File: config.mk
export PLATFORM = sky130hd
export DESIGN_NAME = fetch_ctrl_flat
export DESIGN_NICKNAME = d
export VERILOG_FILES = /design/src/rtl/fetch_ctrl_if.sv /design/src/rtl/fetch_ctrl.sv /design/src/flat_wrapper.sv
export SDC_FILE = /design/constraint.sdc
export NUM_CORES = 1
export LEC_CHECK = 0
export ABC_AREA = 1
export BUFFER_PORTS_ARGS = -buffer_cell sky130_fd_sc_hd__buf_2
export CORE_AREA = 8 8 155 265
export CTS_CLUSTER_DIAMETER = 150
export CTS_CLUSTER_SIZE = 40
export DETAILED_ROUTE_END_ITERATION = 8
export DIE_AREA = 0 0 163 273
export RECOVER_POWER = 50
export SYNTH_ARGS = -nofsm -noshare
export SYNTH_HDL_FRONTEND = slang
export SYNTH_SLANG_ARGS = --single-unit
File: constraint.sdc
create_clock -name clock -period 5.95 [get_ports clock]
set_input_delay 1.4875 -clock clock [delete_from_list [all_inputs] [get_ports clock]]
set_output_delay 1.4875 -clock clock [all_outputs]
set_load 0.03 [all_outputs]
File: src/rtl/fetch_ctrl_if.sv
// fetch_ctrl_if: ROM read port, redirect input and decode handshake bundled together.
// Latency: wires only, no storage.
// Backpressure: out_ready from decode stalls the fetch-queue head; no ROM-side backpressure.
interface fetch_ctrl_if;
    logic        irom_en;
    logic [31:0] irom_addr;
    logic [31:0] irom_data;
    logic        redirect_valid;
    logic [31:0] redirect_pc;
    logic        out_valid;
    logic [31:0] out_pc;
    logic [31:0] out_inst;
    logic        out_ready;

    // Fetch sequencer side: drives ROM requests and the decode-facing head.
    modport master (
        output irom_en, irom_addr, out_valid, out_pc, out_inst,
        input  irom_data, redirect_valid, redirect_pc, out_ready
    );

    // Environment side: ROM, back end and decode.
    modport slave (
        input  irom_en, irom_addr, out_valid, out_pc, out_inst,
        output irom_data, redirect_valid, redirect_pc, out_ready
    );
endinterface

File: src/rtl/fetch_ctrl.sv
// fetch_ctrl: owns the fetch PC, reads the 1-cycle ROM, buffers results in a FQ_DEPTH-entry queue for decode.
// Latency: instruction visible on out_* 2 cycles after issue; redirect target visible 3 cycles after redirect.
// Backpressure: issue is credit-gated on occupancy + in-flight read; out_ready stalls the head. Option macro FETCH_PERF_EN.
module fetch_ctrl #(
    parameter logic [31:0] RESET_PC = 32'h8000_0000,
    parameter int          FQ_DEPTH = 4
) (
    input  logic         clock,
    input  logic         reset,
    fetch_ctrl_if.master bus
`ifdef FETCH_PERF_EN
    ,
    output logic [31:0]  perf_fetch_cnt,
    output logic [31:0]  perf_flush_cnt
`endif
);
    localparam int PW = $clog2(FQ_DEPTH);
    localparam int CW = PW + 1;

    logic [31:0]   fetch_pc;
    logic [31:0]   tag_pc;
    logic          inflight;
    logic [CW-1:0] count;
    logic [CW-1:0] occ_total;
    logic [PW-1:0] rd_ptr;
    logic [PW-1:0] wr_ptr;
    logic [31:0]   pc_mem   [FQ_DEPTH];
    logic [31:0]   inst_mem [FQ_DEPTH];
    logic          issue;
    logic          push;
    logic          pop;
    logic          head_vld;

    // Target addresses are word aligned; the low redirect bits carry no meaning.
    wire unused_redirect_lsbs = ^bus.redirect_pc[1:0];

    // Credit check counts the in-flight read so a returning response always has a slot.
    // A redirect kills the issue, the returning response and any pop in the same cycle.
    always_comb begin
        occ_total = count + CW'(inflight);
        head_vld  = (count != '0) && !reset;
        issue     = !reset && !bus.redirect_valid && (occ_total < CW'(FQ_DEPTH));
        push      = inflight && !bus.redirect_valid;
        pop       = head_vld && bus.out_ready && !bus.redirect_valid;
    end

    assign bus.irom_en   = issue;
    assign bus.irom_addr = fetch_pc;
    assign bus.out_valid = head_vld;
    assign bus.out_pc    = pc_mem[rd_ptr];
    assign bus.out_inst  = inst_mem[rd_ptr];

    // PC sequencing, in-flight tracking and queue pointers; reset beats redirect beats normal flow.
    always_ff @(posedge clock) begin
        if (reset) begin
            fetch_pc <= {RESET_PC[31:2], 2'b00};
            tag_pc   <= {RESET_PC[31:2], 2'b00};
            inflight <= 1'b0;
            count    <= '0;
            rd_ptr   <= '0;
            wr_ptr   <= '0;
        end else if (bus.redirect_valid) begin
            fetch_pc <= {bus.redirect_pc[31:2], 2'b00};
            inflight <= 1'b0;
            count    <= '0;
            rd_ptr   <= '0;
            wr_ptr   <= '0;
        end else begin
            inflight <= issue;
            if (issue) begin
                tag_pc   <= fetch_pc;
                fetch_pc <= fetch_pc + 32'd4;
            end
            if (push) begin
                wr_ptr <= wr_ptr + PW'(1);
            end
            if (pop) begin
                rd_ptr <= rd_ptr + PW'(1);
            end
            case ({push, pop})
                2'b10:   count <= count + CW'(1);
                2'b01:   count <= count - CW'(1);
                default: count <= count;
            endcase
        end
    end

    // Queue storage: the ROM response is written together with the PC it was fetched from.
    always_ff @(posedge clock) begin
        if (push && !reset) begin
            pc_mem[wr_ptr]   <= tag_pc;
            inst_mem[wr_ptr] <= bus.irom_data;
        end
    end

`ifdef FETCH_PERF_EN
    // Consumed-instruction and flush counters; both wrap freely.
    always_ff @(posedge clock) begin
        if (reset) begin
            perf_fetch_cnt <= '0;
            perf_flush_cnt <= '0;
        end else begin
            if (pop) begin
                perf_fetch_cnt <= perf_fetch_cnt + 32'd1;
            end
            if (bus.redirect_valid) begin
                perf_flush_cnt <= perf_flush_cnt + 32'd1;
            end
        end
    end
`endif
endmodule

File: src/flat_wrapper.sv
// flat-port wrapper written by rule: the top's interface ports become plain ports
module fetch_ctrl_flat 
#(
    parameter logic [31:0] RESET_PC = 32'h8000_0000,
    parameter int          FQ_DEPTH = 4
)
  (clock, reset, bus_irom_en, bus_irom_addr, bus_out_valid, bus_out_pc, bus_out_inst, bus_irom_data, bus_redirect_valid, bus_redirect_pc, bus_out_ready);
  fetch_ctrl_if bus_i ();
  input  logic clock;
  input  logic reset;
  output wire logic [$bits(bus_i.irom_en)-1:0] bus_irom_en;
  output wire logic [$bits(bus_i.irom_addr)-1:0] bus_irom_addr;
  output wire logic [$bits(bus_i.out_valid)-1:0] bus_out_valid;
  output wire logic [$bits(bus_i.out_pc)-1:0] bus_out_pc;
  output wire logic [$bits(bus_i.out_inst)-1:0] bus_out_inst;
  input wire logic [$bits(bus_i.irom_data)-1:0] bus_irom_data;
  input wire logic [$bits(bus_i.redirect_valid)-1:0] bus_redirect_valid;
  input wire logic [$bits(bus_i.redirect_pc)-1:0] bus_redirect_pc;
  input wire logic [$bits(bus_i.out_ready)-1:0] bus_out_ready;
  assign bus_irom_en = bus_i.irom_en;
  assign bus_irom_addr = bus_i.irom_addr;
  assign bus_out_valid = bus_i.out_valid;
  assign bus_out_pc = bus_i.out_pc;
  assign bus_out_inst = bus_i.out_inst;
  assign bus_i.irom_data = bus_irom_data;
  assign bus_i.redirect_valid = bus_redirect_valid;
  assign bus_i.redirect_pc = bus_redirect_pc;
  assign bus_i.out_ready = bus_out_ready;
  fetch_ctrl #(.RESET_PC(RESET_PC), .FQ_DEPTH(FQ_DEPTH)) u_core (.clock(clock), .reset(reset), .bus(bus_i));
endmodule
==> impl_metrics.csv <==
group,metric,value,unit
sta,final_hold_viol_count,0,
global_routing,antenna_found_initial,2,
cells_and_area,drive_gt1_share,10.5,%
synth,synth_top_area_cell,"edfxtp_1",
synth,synthFlopType,"edfxtp_1",
power,power.leakage,5.02,nW
sta,fmax,204,MHz
cts,cts_buffers,11,
cts,numClockSinks,318,
power,peakVddDrop,0.000183,V
sta,setup_ws,1040,ps
cts,cts-htree-levels,1,
cells_and_area,fillers,3700,
global_routing,grt_usage,14.0,%
cts,cts_setup_buffers,0,
sta,fin_crit,4910,ps
synth,synth_edf_count,248,
power,p_per_area,253,nW/um^2
job,max_cap_viol_count,2,
cts,cts_tree,"yes",
die,start_util,34.4,%
placement,gp_congestion,0.860,
worst_setup_path,crit_path_start_kind,"input port",
synth,synthCells,1188,
min_path,holdCritStartpoint,"u_core.rd_ptr[1]",
sta,maxSlewViolCount,36,
cts,cts_resized,0,
die,dieArea,44500,um^2
synth,yosysMostFrequentCell,"edfxtp_1",
synth,synthesis.area,12900,um^2
placement,dp_slack,1880,ps
routing,antenna_left,0,
placement,portBuffers,159,
outcome,violations,"max-capacitance violations, max-slew violations",
worst_setup_path,crit_fanout,35,
sta,finalSetupViolCount,0,
synth,synth_area_per_cell,10.8,um^2
routing,drc,0,
synth,ys_ff_latch,318,
sta,tightest_slew,1770,ps
synth,synth.distinct_cells,34,
routing,wl_per_cell,17.8,um
routing,routed_wirelength,31800,um
synth,synth_warnings,0,
worst_setup_path,r2r-start,"u_core.count[0]",
worst_setup_path,regToRegSetupSlack,2770,ps
global_routing,grt_max_degree,90,
global_routing,grt_pass1_wl,48700,um
cts,clk_pin_slew_worst_paths,140,ps
cts,cts_root_buffer,"clkbuf_16",
sta,clock_skew,14.9,ps
sta,fin_tns_setup,0,ps
worst_setup_path,worstSetupPathType,"in2reg",
synth,synth_top_area_share,57.8,%
worst_setup_path,arrival,5370,ps
outcome,status,"complete, but fails checks",
cts,clockBufferDepth,3,
synth,yosysSeqAreaShare,68.7,%
global_routing,grt_pass1_vias,8754,
cts,ctsHoldBuffers,0,
cells_and_area,nets,1382,
min_path,hold_path.class,"reg2reg",
die,core_area,37400,um^2
sta,fin_crit_sh,82.4,%
worst_setup_path,cp_data_required_time,6410,ps
die,rows,94,
global_routing,globalRouteOverflowTotal,0,
die,pin_count,166,
worst_setup_path,rr_endpoint,"u_core.bus.irom_addr[10]",
synth,async_flop_share,0,%
die,die_h,273,um
placement,hpwl,20400,um
cells_and_area,areaGrowthSynthToFinish,11.0,%
worst_setup_path,ff2ff_path_depth,9,
cts,clk_latency,500,ps
die,fp.dieW,163,um
sta,rsz0062_at_grt,"no",
routing,via_per_inst,4.89,
min_path,worstHoldPathCells,2,
routing,vias,8757,
synth,synth.area.top_cells,"edfxtp_1, dfxtp_1, o21ai_0, nand2_1, nor2_1",
routing,initialDrtViolationCount,555,
routing,dr.pass1.iters,7,
worst_setup_path,worstSetupEndpointType,"flop",
sta,slew_headroom,-18.2,%
synth,synth_common_cells,"edfxtp_1, nand2_1, nor2_1",
## report_power, final
group / total (W) / switching, W / internal [W]
Sequential: 0.00246 / 0.0000388 / 0.00242
Combinational: 0.000203 / 0.000146 / 0.0000569
Clock: 0.000958 / 0.000605 / 0.000353
Total: 0.00362 / 0.000790 / 0.00283
## cell type report
class                      count  area [um^2]  area share [%]
multi-input combinational    737         3490            24.4
tap                          480          601            4.20
timing repair buffer         170          796            5.56
sequential                   318         8850            61.9
antenna                        1         2.50          0.0175
inverter                      69          260            1.82
clock buffer                  16          294            2.06
clock inverter                 1         3.75          0.0262
## sequential cells by signal, summed over array words and instances (netlist names), named ones only
name,flops
u_core.tag_pc,30
u_core.bus.irom_addr,30
u_core.inflight,1
u_core.pc_mem,120
u_core.rd_ptr,2
u_core.wr_ptr,2
u_core.inst_mem,128
u_core.count,3
## layer usage
metal  vias to the layer above  wire length [um]  global-route usage [%]  share of wire [%]
met3                        53              1240                    1.69                3.9
met5                         -                 0                       0                  0
met4                         0              1280                    6.59                4.0
met1                      4150             12700                    15.7                 40
li1                       4344                 -                       -                  -
met2                       210             16600                    25.6                 52
## through the flow
stage / area [um^2] / hold slack, ps / power [W] / utilization [%] / std cells
global route: 14300 / 506 / 0.00374 / 38.2 / 1792
finish: 14300 / 469 / 0.00362 / 38.2 / 1792
detailed placement: 14100 / 449 / 0.00272 / 37.7 / 1774
CTS: 14400 / 471 / 0.00367 / 38.5 / 1791
floorplan: 12900 / 436 / 0.00263 / - / 1191
global placement: 14100 / 445 / 0.00272 / 37.7 / 1774
## worst max path at each step
stage / startpoint / to / slack, ps
after floorplan: reset / u_core.inst_mem[0][0] / 940
after global placement: flop / bus_out_inst[0] / 1920
after detailed placement: flop / bus_out_inst[3] / 1880
after CTS: flop / bus_out_inst[9] / 1320
after global routing: bus_redirect_valid / u_core.bus.irom_addr[9] / 580
final: bus_redirect_valid / u_core.bus.irom_addr[10] / 1040
## critical path, stage by stage
cell and delay, ps:
clkbuf_1 1060, nor2_4 150, nand3_1 180, clkbuf_1 1280, nand2_1 510, inv_2 370
nand2_1 90, nand3_1 90, nand2_1 60, inv_1 70
## cell families after synthesis
kind of cell / Yosys count / synth area share [%]
other cells: 1 / 0.0291
simple gates: 433 / 13.7
xor+xnor: 10 / 0.680
flops: 318 / 68.7
buf+inv: 136 / 4.40
compound gates: 283 / 11.8
fa+ha+maj: 7 / 0.738
## cell usage in the layout (no fill, tap or decap), types with 2 or more instances in the layout
master	count
a21oi_1	57
a31oi_1	3
buf_2	96
buf_4	10
clkbuf_1	69
clkbuf_16	11
conb_1	4
dfxtp_1	68
edfxtp_1	248
ha_1	6
inv_1	66
inv_2	2
nand2_1	194
nand2_2	2
nand3_1	43
nand3b_1	2
nand4_1	2
nor2_1	173
nor2_2	3
nor2_4	8
nor3_1	5
o21ai_0	156
o22ai_1	62
xnor2_1	5
xor2_1	5
(Power assumes the default switching activity.)
